--- src/rtl/pc_call_sequencer_pkg.sv ---
// Shared definitions for the program-flow controller: opcode values,
// default widths, instruction field helpers and the controller state type.
package pc_call_sequencer_pkg;

  localparam int ADDR_WIDTH_DEF  = 16;
  localparam int STACK_DEPTH_DEF = 8;
  localparam int INSTR_WIDTH     = 28;

  // Opcode field values (instruction[27:24]); only the flow opcodes are
  // decoded by the sequencer, the rest simply advance the IP.
  localparam logic [3:0] OP_NOP  = 4'h0;
  localparam logic [3:0] OP_ADD  = 4'h1;
  localparam logic [3:0] OP_SUB  = 4'h2;
  localparam logic [3:0] OP_SHL  = 4'h3;
  localparam logic [3:0] OP_STO  = 4'h4;
  localparam logic [3:0] OP_JMP  = 4'h8;
  localparam logic [3:0] OP_BLE  = 4'h9;
  localparam logic [3:0] OP_CALL = 4'hA;
  localparam logic [3:0] OP_RET  = 4'hB;

  typedef enum logic {
    ST_RUN  = 1'b0,
    ST_HALT = 1'b1
  } seq_state_t;

  // Field slices of {op[27:24], dst[23:16], s1[15:8], s0[7:0]}
  function automatic logic [3:0] op_of(input logic [INSTR_WIDTH-1:0] instr);
    return instr[27:24];
  endfunction

  function automatic logic [7:0] dst_of(input logic [INSTR_WIDTH-1:0] instr);
    return instr[23:16];
  endfunction

  function automatic logic [7:0] s1_of(input logic [INSTR_WIDTH-1:0] instr);
    return instr[15:8];
  endfunction

  function automatic logic [7:0] s0_of(input logic [INSTR_WIDTH-1:0] instr);
    return instr[7:0];
  endfunction

endpackage

--- src/rtl/pc_call_sequencer_call_stack.sv ---
// Return-address LIFO. The top entry is presented combinationally so a RET
// can load it into the IP in the same cycle it is decoded.
module pc_call_sequencer_call_stack
  import pc_call_sequencer_pkg::*;
#(
  parameter int ADDR_WIDTH  = ADDR_WIDTH_DEF,
  parameter int STACK_DEPTH = STACK_DEPTH_DEF
) (
  input  logic                           clk,
  input  logic                           rst_n,
  input  logic                           push,
  input  logic                           pop,
  input  logic [ADDR_WIDTH-1:0]          din,
  output logic [ADDR_WIDTH-1:0]          dout,
  output logic [$clog2(STACK_DEPTH):0]   depth,
  output logic                           full,
  output logic                           empty
);

  localparam int                 PTR_W     = $clog2(STACK_DEPTH);
  localparam logic [PTR_W-1:0]   PTR_ONE   = PTR_W'(1);
  localparam logic [PTR_W:0]     DEPTH_ONE = (PTR_W + 1)'(1);
  localparam logic [PTR_W:0]     DEPTH_MAX = (PTR_W + 1)'(STACK_DEPTH);

  logic [ADDR_WIDTH-1:0] mem [STACK_DEPTH];
  logic [PTR_W:0]        depth_reg;
  logic [PTR_W-1:0]      wr_ptr;
  logic [PTR_W-1:0]      top_ptr;

  // Depth is a power of two, so the low bits of the count index the array
  // and wrap naturally; the extra MSB distinguishes full from empty.
  assign wr_ptr  = depth_reg[PTR_W-1:0];
  assign top_ptr = wr_ptr - PTR_ONE;
  assign full    = (depth_reg == DEPTH_MAX);
  assign empty   = (depth_reg == '0);
  assign depth   = depth_reg;
  assign dout    = mem[top_ptr];

  // Storage write; contents are not reset, only the count is.
  always_ff @(posedge clk) begin
    if (push && !full) begin
      mem[wr_ptr] <= din;
    end
  end

  // Live-entry count; guarded so a misuse can never wrap it.
  always_ff @(posedge clk or negedge rst_n) begin
    if (!rst_n) begin
      depth_reg <= '0;
    end else if (push && !full) begin
      depth_reg <= depth_reg + DEPTH_ONE;
    end else if (pop && !empty) begin
      depth_reg <= depth_reg - DEPTH_ONE;
    end
  end

endmodule

--- src/rtl/pc_call_sequencer.sv ---
// Program-flow controller: drives the ROM address, decodes JMP/BLE/CALL/RET,
// and halts permanently on a return-stack overflow or underflow.
module pc_call_sequencer
  import pc_call_sequencer_pkg::*;
#(
  parameter int ADDR_WIDTH  = ADDR_WIDTH_DEF,
  parameter int STACK_DEPTH = STACK_DEPTH_DEF
) (
  input  logic                          clk,
  input  logic                          rst_n,
  input  logic [INSTR_WIDTH-1:0]        instruction,
  input  logic                          branch_taken,
  input  logic                          stall,
  output logic [ADDR_WIDTH-1:0]         ip,
  output logic [$clog2(STACK_DEPTH):0]  stack_depth,
  output logic                          stack_overflow,
  output logic                          stack_underflow,
  output logic                          halted
);

  localparam logic [ADDR_WIDTH-1:0] IP_ONE = ADDR_WIDTH'(1);

  seq_state_t            state_reg;
  logic [ADDR_WIDTH-1:0] ip_reg;
  logic [ADDR_WIDTH-1:0] ip_next;
  logic [ADDR_WIDTH-1:0] ip_inc;
  logic [ADDR_WIDTH-1:0] target;
  logic [ADDR_WIDTH-1:0] stack_top;
  logic                  overflow_reg;
  logic                  underflow_reg;
  logic                  push;
  logic                  pop;
  logic                  overflow_set;
  logic                  underflow_set;
  logic                  stack_full;
  logic                  stack_empty;
  logic [3:0]            op;
  logic                  unused_operands;

  // Source operands belong to the datapath; the sequencer never looks at them.
  assign unused_operands = ^{s1_of(instruction), s0_of(instruction)};

  assign op     = op_of(instruction);
  assign target = ADDR_WIDTH'(dst_of(instruction));
  // Modulo increment: all-ones wraps to zero, for both the next IP and the
  // return address pushed by CALL.
  assign ip_inc = ip_reg + IP_ONE;

  pc_call_sequencer_call_stack #(
    .ADDR_WIDTH  (ADDR_WIDTH),
    .STACK_DEPTH (STACK_DEPTH)
  ) u_call_stack (
    .clk   (clk),
    .rst_n (rst_n),
    .push  (push),
    .pop   (pop),
    .din   (ip_inc),
    .dout  (stack_top),
    .depth (stack_depth),
    .full  (stack_full),
    .empty (stack_empty)
  );

  // Next-IP mux and stack control; branch_taken is only consulted for BLE
  // so an undefined value elsewhere cannot reach the IP.
  always_comb begin
    ip_next       = ip_reg;
    push          = 1'b0;
    pop           = 1'b0;
    overflow_set  = 1'b0;
    underflow_set = 1'b0;
    if (state_reg == ST_RUN && !stall) begin
      case (op)
        OP_JMP: ip_next = target;
        OP_BLE: ip_next = branch_taken ? target : ip_inc;
        OP_CALL: begin
          if (!stack_full) begin
            push    = 1'b1;
            ip_next = target;
          end else begin
            overflow_set = 1'b1;
          end
        end
        OP_RET: begin
          if (!stack_empty) begin
            pop     = 1'b1;
            ip_next = stack_top;
          end else begin
            underflow_set = 1'b1;
          end
        end
        default: ip_next = ip_inc;
      endcase
    end
  end

  // RUN/HALT state, IP register and sticky error flags.
  always_ff @(posedge clk or negedge rst_n) begin
    if (!rst_n) begin
      state_reg     <= ST_RUN;
      ip_reg        <= '0;
      overflow_reg  <= 1'b0;
      underflow_reg <= 1'b0;
    end else begin
      ip_reg <= ip_next;
      if (overflow_set) begin
        overflow_reg <= 1'b1;
        state_reg    <= ST_HALT;
      end
      if (underflow_set) begin
        underflow_reg <= 1'b1;
        state_reg     <= ST_HALT;
      end
    end
  end

  assign ip              = ip_reg;
  assign stack_overflow  = overflow_reg;
  assign stack_underflow = underflow_reg;
  assign halted          = (state_reg == ST_HALT);

endmodule

--- config.mk ---
export PLATFORM = sky130hd
export DESIGN_NAME = pc_call_sequencer
export DESIGN_NICKNAME = d
export VERILOG_FILES = /design/src/rtl/pc_call_sequencer_pkg.sv /design/src/rtl/pc_call_sequencer_call_stack.sv /design/src/rtl/pc_call_sequencer.sv
export SDC_FILE = /design/constraint.sdc
export NUM_CORES = 1
export LEC_CHECK = 0
export ABC_AREA = 0
export CAP_MARGIN = 40
export CORE_MARGIN = 3
export CORE_UTILIZATION = 58
export DETAILED_ROUTE_END_ITERATION = 16
export PLACE_DENSITY_LB_ADDON = 0.2
export REMOVE_ABC_BUFFERS = 1
export SYNTH_ARGS = -nofsm -noshare
export SYNTH_HDL_FRONTEND = slang
export SYNTH_SLANG_ARGS = --single-unit
--- constraint.sdc ---
create_clock -name clk -period 4.1 [get_ports clk]
set_input_delay 0.615 -clock clk [delete_from_list [all_inputs] [get_ports clk]]
set_output_delay 0.615 -clock clk [all_outputs]
set_load 0.02 [all_outputs]
==> flow_summary.toml, run 1 <==
[logic_synthesis]
avgSynthCellArea_um2 = 15.5
synth_warnings = 0
synthCells = 433
ys_ff_latch = 151
ys_seq_area_share_pct = 66.0
synth_area_um2 = 6700
async_flop_share_pct = 15.2
synth_area_leaders = "edfxtp_1 (57%), dfrtp_1 (8.6%), mux4_2 (8.1%)"
synth.top_cell.area_share_pct = 57.4
synth_ff_type = "edfxtp_1"
netlist.top_cell.by_area = "edfxtp_1"
synth_cell_types = 57
synth_edf_count = 128

[timing]
final.period_utilization_pct = 71.3
period_needed_ns = 2.92
hold_viol = 0
max_slew_margin_pct = 38.5
setup_viol = 0
slew_viol_final = 0
rsz0062_at_grt = "false"
fmax_ghz = 0.342
worst_pin_slew_ns = 0.916
skew_ns = 0.00612

[clocking]
clkLatencyLatePin_ns = 0.42
cts-buffers-inserted = 17
cts_tree = "done"
post_cts.repair.setup_buffers = 0
cts_buffer_depth = 2
cts_sinks = 151
cts_root_buf = "clkbuf_16"
ctsHoldBuffers = 0
cts.repair.resized = 0
clkTransAtPathRegs_ns = 0.07
htree_num_levels = 4

[job]
drv_cap = 0

[setup_path]
crit_chain = "clkdlybuf4s50_1 > buf_4 > nand3b_1 > nor2_1 > nand3_1 > ha_1 > a21o_1 > a21oi_1 > o21ai_0 > a21oi_1 > o22a_1"
arrival_ns = 3.28
slowest_stage = "clkdlybuf4s50_1"
critical_path.top_delay_family = "compound AO/OA/AOI/OAI gates"
reg2reg_from = "u_call_stack.depth[1]$_DFFE_PN0P_"
crit_fanout = 15
worstPathRequired_ns = 4.46
cp-startpoint = "instruction[25]"
path_class = "input pin to flop"
cp-start-kind = "input pin"
crit_buf_inv = 2
cp-end-kind = "flop"
crit_top_cell = "a21oi_1"
crit_path_max_incr_delay_ns = 0.45

[drt]
avgViaCountPerCell = 6.49
ant_nets = 0
dr.pass1.iters = 5
vias = 4171
drtIter0Drc = 489
drcViolationCount = 0
wl_um = 15200
wl_per_cell_um = 23.6

[global_routing]
grt_pass1_vias = 4123
track_usage_pct = 25.5
overflow = 0
antenna_found_initial = 0
grt_pass1_wl_um = 23800
grt_start_max_net_pins = 34

[pwr]
finalPower_mw = 3.47
ir_drop_v = 0.000339
p_leak_nw = 2.63
p_per_area_nw_per_um2 = 436

[run_status]
status = "finished clean"

[die]
fp.coreArea_um2 = 11100
dieArea_um2 = 12900
ios = 55
die_w_um = 113
die_y_um = 113
start_util_pct = 60.4
rows = 38

[finish]
fillers = 710
nets = 528
final_util_pct = 71.8
largest_reg_flops = 128
antenna_cells = 0
syn_to_final_growth_pct = 18.9
ff_latch_area_um2 = 4420
drive_gt1_share_pct = 18.1
multiInputGateArea_um2 = 2120

[worst_hold_path]
hold_start = "stack_underflow$_DFFE_PN0P_"
hp-class = "flop to flop"

[place]
routabilityCongestion = 0.876
port_buffers = 38
dpl.hpwl_um = 9770
worst paths after layout:
kind / endpoint / slack, ns / cells past startpoint
setup / recovery: u_call_stack.depth[3]$_DFFE_PN0P_ / 1.18 / 11
hold / removal: stack_underflow$_DFFE_PN0P_ / 0.50 / 1
setup reg to reg: u_call_stack.depth[3]$_DFFE_PN0P_ / 1.40 / 11
hold reg to reg: stack_underflow$_DFFE_PN0P_ / 0.50 / 1
max in group asynchronous: u_call_stack.depth[0]$_DFFE_PN0P_ / 3.24 / 2
min in group asynchronous: ip[2]$_DFFE_PN0P_ / 0.57 / 2
cell families after synthesis:
logic type      count (synthesis)  share of synthesized area (%)
buf+inv                        34                           2.43
simple gates                  106                           7.70
fa+ha+maj                       6                           1.23
compound gates                 76                           7.87
mux                            42                           12.3
flops                         151                           66.0
xor+xnor                       18                           2.47
cell usage in the layout (no fill, tap or decap), types with 3 or more instances in the layout:
master           instances
nor3_2                   3
o21ai_0                  9
xnor2_1                 14
bufinv_16                3
clkbuf_16               17
inv_6                    6
inv_1                   13
edfxtp_1               128
mux2i_1                  8
buf_4                   20
a21o_1                   3
o21ai_1                  5
nand2_1                 33
ha_1                     5
o32ai_1                  4
mux4_1                   6
xor2_1                   3
mux2_2                   4
a21oi_1                 22
o211ai_1                 4
nand4_1                  6
a2111oi_0                4
mux4_2                  24
clkdlybuf4s50_1         38
or3_1                    5
nand3_1                 12
nor2b_1                  5
nor2_1                  19
nor3_1                   7
nand2b_1                 6
dfrtp_1                 22
through the flow:
step                cells  setup TNS [ns]  setup slack [ns]  area, um^2  hold WS [ns]
floorplan             412          -0.686           -0.0429        6580         0.319
global placement      610               0             0.873        7300         0.486
detailed placement    611               0             0.795        7330         0.484
CTS                   643               0              1.22        7960         0.499
global route          643               0             0.985        7960         0.529
finish                643               0              1.18        7960         0.502
metal layers:
layer | track usage, % | part of all wire (%) | up-vias
met4 | 9.38 | 2.6 | 0
met5 | 0 | 0 | -
li1 | - | - | 1829
met2 | 40.4 | 49 | 220
met3 | 5.73 | 8.3 | 34
met1 | 35.3 | 41 | 2088
power by group:
part | total [mW] | leakage [nW] | internal [mW] | switching (mW)
Sequential | 1.68 | 1.34 | 1.67 | 0.0100
Combinational | 0.144 | 0.986 | 0.0592 | 0.0849
Clock | 1.64 | 0.306 | 0.984 | 0.660
Total | 3.47 | 2.63 | 2.71 | 0.755
synth_stat cells (2+ instances only):
cell type and number:
mux2i_1 8, buf_6 2, o41ai_1 2, nand3_1 12, buf_4 2, o21ai_1 5, inv_1 13, nand3b_1 2
a221o_1 2, o211ai_1 4, buf_2 10, xor2_1 3, nor2_1 19, dfrtp_1 23, nand2_1 33, nand4_1 6
a22oi_1 2, a211o_1 2, o32ai_1 4, a21oi_1 22, a21o_1 3, o22ai_1 2, edfxtp_1 128, or2_2 2
nand2b_1 6, a31oi_1 2, xnor2_1 14, mux4_2 24, ha_1 5, nor2b_1 5, a2111oi_0 4, mux4_1 6
o221ai_1 2, nor3_1 9, clkbuf_1 7, mux2_2 4, and3_1 2, o21ai_0 9, or3_1 5
worst reg2reg max path: stages, from the launching register on:
cell	delay [ns]
dfrtp_1	0.55
inv_1	0.16
ha_1	0.23
nor2b_1	0.16
nand2_1	0.14
nand3_1	0.15
ha_1	0.34
a21o_1	0.17
a21oi_1	0.27
o21ai_0	0.13
a21oi_1	0.19
o22a_1	0.15
cell type report:
| class | instances | share of cell area [%] |
|---|---|---|
| Sequential cell | 151 | 55.6 |
| Inverter | 13 | 0.613 |
| Tap cell | 140 | 2.20 |
| Multi-Input combinational cell | 248 | 26.7 |
| Clock inverter | 15 | 2.59 |
| Timing Repair Buffer | 59 | 7.01 |
| Clock buffer | 17 | 5.35 |
Power figures use the tool's default switching activity.
==> inputs of run 2 (changes only) <==
--- a/config.mk
+++ b/config.mk
@@ -8,7 +8,7 @@
 export ABC_AREA = 0
 export CAP_MARGIN = 40
 export CORE_MARGIN = 3
-export CORE_UTILIZATION = 58
+export CORE_UTILIZATION = 52
 export DETAILED_ROUTE_END_ITERATION = 16
 export PLACE_DENSITY_LB_ADDON = 0.2
 export REMOVE_ABC_BUFFERS = 1
==> constraint.sdc (replaced) <==
create_clock -name clk -period 2.62 [get_ports clk]
set_input_delay 0.393 -clock clk [delete_from_list [all_inputs] [get_ports clk]]
set_output_delay 0.393 -clock clk [all_outputs]
set_load 0.02 [all_outputs]
==> run 2 against run 1 <==
Die area up 11%. Sequential share of layout area down 1.1 points. Setup slack got worse by 1.0 ns. Count of clock-buffer cells in the layout up 1. Final cell count up 7.0%.
==> flow_summary.toml, run 2 (synthesis gave the netlist of run 1 again) <==
[run_status]
status = "finished clean"

[pwr]
comb_power_share_pct = 4.6
p_leak_nw = 2.70
seq_power_share_pct = 51.9
power.share.switching_pct = 21.0
ir_drop_v = 0.000801
finalPower_mw = 5.07
share_clk_of_total_power_pct = 43.5
p_per_area_nw_per_um2 = 624
p_int_mw = 4.00
switchingPower_mw = 1.06

[clocking]
cts_buffer_depth = 2
post_cts.repair.setup_buffers = 0
cts.repair.resized = 0
cts_tree = "done"
cts-buffers-inserted = 17
cts_root_buf = "clkbuf_16"
htree_num_levels = 4
clkTransAtPathRegs_ns = 0.06
ctsHoldBuffers = 0
cts_sinks = 151
clkLatencyLatePin_ns = 0.42

[global_routing]
grt_pass1_vias = 4128
grt_start_max_net_pins = 34
grt_pass1_wl_um = 23800
track_usage_pct = 22.7
grt.busiest_layer = "met2"
grtUsageMet1_pct = 31.4
use_met2_pct = 35.3
use_met3_pct = 5.22
overflow = 0
antenna_found_initial = 0

[setup_path]
reg2reg_from = "u_call_stack.depth[1]$_DFFE_PN0P_"
slowest_stage = "mux4_1"
ff2ff_path_depth = 7
cp-start-kind = "flop"
arrival_ns = 2.74
cp-end-kind = "flop"
r2r_setup_slack_ns = 0.16
worstSetupEndpoint = "ip[0]$_DFFE_PN0P_"
crit_chain = "inv_1 > ha_1 > xor2_4 > mux4_1 > mux2_2 > a21oi_1 > o221ai_1"
crit_fanout = 8
worstPathRequired_ns = 2.90
timing.rr.end = "ip[0]$_DFFE_PN0P_"
crit_path_max_incr_delay_ns = 0.62
path_class = "flop to flop"
cp-startpoint = "u_call_stack.depth[1]$_DFFE_PN0P_"

[place]
place_ws_ns = 0.0594
place_inst = 656
dpl.hpwl_um = 9790
routabilityCongestion = 0.932
port_buffers = 38

[timing]
max_slew_margin_pct = 53.9
period_needed_ns = 2.46
hold_viol = 0
setup_viol = 0
final.period_utilization_pct = 93.7
rsz0062_at_grt = "false"
skew_ns = 0.0108
setup_slack_ns = 0.165
whs_ns = 0.348
slew_viol_final = 0
worst_pin_slew_ns = 0.687
fmax_ghz = 0.407

[finish]
final_cell_mix = "edfxtp_1 (128), clkdlybuf4s50_1 (38), nand2_1 (33), buf_4 (30), mux4_2 (24)"
nets = 545
antenna_cells = 0
fillers = 874
syn_to_final_growth_pct = 21.3
instances_no_fill = 688
drive_gt1_share_pct = 20.2
ff_latch_area_um2 = 4420
largest_reg_flops = 128
mostFrequentLayoutCell = "edfxtp_1"
multiInputGateArea_um2 = 2140

[drt]
drtIter0Drc = 342
drcViolationCount = 0
avgViaCountPerCell = 6.01
dr.pass1.iters = 4
ant_nets = 0
wl_per_cell_um = 21.9
vias = 4133
wl_um = 15100

[die]
dieArea_um2 = 14300
rows = 40
ios = 55
die_w_um = 119
die_y_um = 119
start_util_pct = 54.4
fp.coreArea_um2 = 12300

[worst_hold_path]
hp-class = "input pin to asynchronous set/reset pin"

[job]
drv_cap = 0
[run 2: stage by stage]
step	utilization [%]	setup TNS (ns)	cell area (um^2)
4_1_cts	65.8	0	8100
2_1_floorplan	-	-167.67	6580
3_5_place_dp	61.5	0	7570
5_1_grt	65.9	0	8120
6_report	65.9	0	8120
3_3_place_gp	61.5	0	7570
[run 2: layout make-up]
type | count | area share, %
Clock inverter | 14 | 1.31
Timing Repair Buffer | 76 | 9.43
Inverter | 13 | 0.601
Multi-Input combinational cell | 248 | 26.3
Clock buffer | 18 | 5.29
Tap cell | 168 | 2.59
Sequential cell | 151 | 54.4
[run 2: power by group through the flow]
stage                     Clock, mW  Sequential [mW]  Combinational [mW]
after global routing           2.35             2.63               0.254
after detailed placement          0             2.68               0.230
after CTS                      2.25             2.63               0.232
after floorplan                   0             2.69               0.102
after global placement            0             2.68               0.225
final                          2.21             2.63               0.232
[run 2: worst max-delay path, delay by kind of cell, from the launching register on]
kind                     cells  cell delay [ns]
buffers and inverters        1             0.12
XOR/XNOR                     1             0.35
AO/OA/AOI/OAI                2             0.27
multiplexers                 2             0.91
flip-flops                   1             0.38
adder cells (fa/ha/maj)      1             0.29
[run 2: per-layer routing]
layer	wire, um	part of all wire (%)
met2	7430	49
met5	0	0
met4	265	1.8
met3	1010	6.7
met1	6370	42
[run 2: worst min-delay path by stage]
stage	endpoint	slack, ns	depth (start not counted)
floorplan	halted$_DFFE_PN0P_	0.1	0
global placement	stack_underflow$_DFFE_PN0P_	0.45	1
detailed placement	stack_underflow$_DFFE_PN0P_	0.45	1
CTS	ip[4]$_DFFE_PN0P_	0.35	2
global route	ip[4]$_DFFE_PN0P_	0.37	2
finish	ip[4]$_DFFE_PN0P_	0.35	2
==> inputs of run 3 (changes only) <==
--- a/config.mk
+++ b/config.mk
@@ -8,7 +8,7 @@
 export ABC_AREA = 0
 export CAP_MARGIN = 40
 export CORE_MARGIN = 3
-export CORE_UTILIZATION = 52
+export CORE_UTILIZATION = 42
 export DETAILED_ROUTE_END_ITERATION = 16
 export PLACE_DENSITY_LB_ADDON = 0.2
 export REMOVE_ABC_BUFFERS = 1
==> run 3 against run 2 <==
Worst hold slack worse by 0.0037 ns. Final cell count is 6.1% higher. Non-clock buffer count is 1 lower. Largest cell class unchanged. Critical endpoint is now ip[3]$_DFFE_PN0P_. Critical path depth down 2. Sequential share of layout area decreased by 1.3 points. Count of clock-buffer cells in the layout shrank 1. Global-route usage shrank 3.5 points.
==> flow_summary.toml, run 3 (synthesis gave the netlist of run 1 again) <==
[run_status]
status = "finished clean"

[global_routing]
grt_pass1_vias = 4117
track_usage_pct = 19.2
grt_start_max_net_pins = 34
antenna_found_initial = 0
overflow = 0
grt_pass1_wl_um = 24800

[pwr]
p_per_area_nw_per_um2 = 662
power.share.switching_pct = 21.1
comb_power_share_pct = 4.3
finalPower_mw = 5.50
seq_power_share_pct = 47.8
switchingPower_mw = 1.16
ir_drop_v = 0.000439
p_leak_nw = 2.73
p_int_mw = 4.34
share_clk_of_total_power_pct = 47.9

[drt]
routed.top_layer = "met4"
ant_nets = 0
dr_wl_met3_um = 580
avgViaCountPerCell = 5.57
met2RoutedLength_um = 7930
wl_per_cell_um = 21.8
drcViolationCount = 0
vias = 4063
dr.pass1.iters = 4
drtIter0Drc = 299
met1_length_um = 7250
wl_um = 15900

[timing]
fmax_ghz = 0.391
final.period_utilization_pct = 97.6
worst_pin_slew_ns = 0.711
skew_ns = 0.00989
hold_viol = 0
whs_ns = 0.344
period_needed_ns = 2.56
finalSetupTns_ns = 0
setup_viol = 0
max_slew_margin_pct = 52.3
slew_viol_final = 0

[die]
die_y_um = 132
start_util_pct = 43.6
fp.coreArea_um2 = 15400
rows = 45
die_w_um = 132
dieArea_um2 = 17500
ios = 55

[place]
place_inst = 698
placed_cell_area_um2 = 7650
port_buffers = 38
dpl.hpwl_um = 10300
routabilityCongestion = 0.950

[setup_path]
path_class = "flop to flop"
worstPathRequired_ns = 2.98
cp-start-kind = "flop"
ff2ff_path_depth = 5
crit_fanout = 9
arrival_ns = 2.91
cp-end-kind = "flop"

[worst_hold_path]
hp-class = "input pin to asynchronous set/reset pin"

[finish]
fillers = 1233
mostFrequentLayoutCell = "edfxtp_1"
instances_no_fill = 730
final_cell_mix = "edfxtp_1 (128), clkdlybuf4s50_1 (38), nand2_1 (33), buf_4 (27), mux4_2 (24)"
largest_reg_flops = 128
drive_gt1_share_pct = 21.4
antenna_cells = 0
syn_to_final_growth_pct = 24.1
fin_area_um2 = 8310
nets = 544

[clocking]
cts_buffer_depth = 2
htree_num_levels = 4
cts_sinks = 151
clkLatencyLatePin_ns = 0.42
clkTransAtPathRegs_ns = 0.06
cts-buffers-inserted = 17
cts_root_buf = "clkbuf_16"
cts_tree = "done"
ctsHoldBuffers = 0

[job]
drv_cap = 0
-- run 3: changes by cell type in the layout (fill, tap and decap cells not counted), sizes merged --
cell,delta
bufinv,+3
inv,+5
buf,-1
clkinvlp,+2
clkbuf,-1
clkinv,-9
-- run 3: worst paths after layout --
check | slack [ns] | end | start
worst min register to register | 0.53 | halted$_DFFE_PN0P_ | halted$_DFFE_PN0P_
max in group asynchronous | 1.98 | u_call_stack.depth[0]$_DFFE_PN0P_ | rst_n
worst max-delay path | 0.06 | ip[3]$_DFFE_PN0P_ | ip[2]$_DFFE_PN0P_
worst min-delay path | 0.34 | ip[4]$_DFFE_PN0P_ | rst_n
worst max register to register | 0.06 | ip[3]$_DFFE_PN0P_ | ip[2]$_DFFE_PN0P_
min in group clk | 0.53 | halted$_DFFE_PN0P_ | halted$_DFFE_PN0P_
-- run 3: layout make-up --
cell class                 instances  area [um^2]  area share, %
clock inverter                    15          214           2.57
multi-input combinational        248         2160           25.9
sequential                       151         4420           53.2
tap                              211          264           3.18
timing repair buffer              75          783           9.42
inverter                          13         48.8          0.587
clock buffer                      17          425           5.12
-- run 3: power by group through the flow --
stage	Sequential (mW)	Combinational, mW	Clock (mW)
floorplan	2.69	0.102	0
global placement	2.68	0.231	0
detailed placement	2.68	0.236	0
CTS	2.63	0.237	2.68
global route	2.63	0.261	2.78
finish	2.63	0.237	2.63
-- run 3: timing repair --
action,CTS,global route
setup endpoints to repair,0,3
setup buffers,0,0
gates resized for setup,0,4
-- run 3: layer usage --
metal	vias to the layer above	GRT usage (%)
met1	2098	26.9
met3	12	3.66
met2	97	30.6
met5	-	0
met4	0	6.18
li1	1856	-
-- run 3: worst max-delay path, cell delays in order (launching register included) --
cell and delay (ns):
dfrtp_1 0.50, nand3_1 0.33, xnor2_1 0.67, o32ai_1 0.19, a2111oi_0 0.60, a211o_1 0.18
-- run 3: stage by stage --
step	utilization [%]	setup WS [ns]
finish	54.1	0.0632
global route	54.1	-0.126
CTS	53.9	0.0959
detailed placement	49.8	0.0759
global placement	49.8	0.132
floorplan	-	-1.52
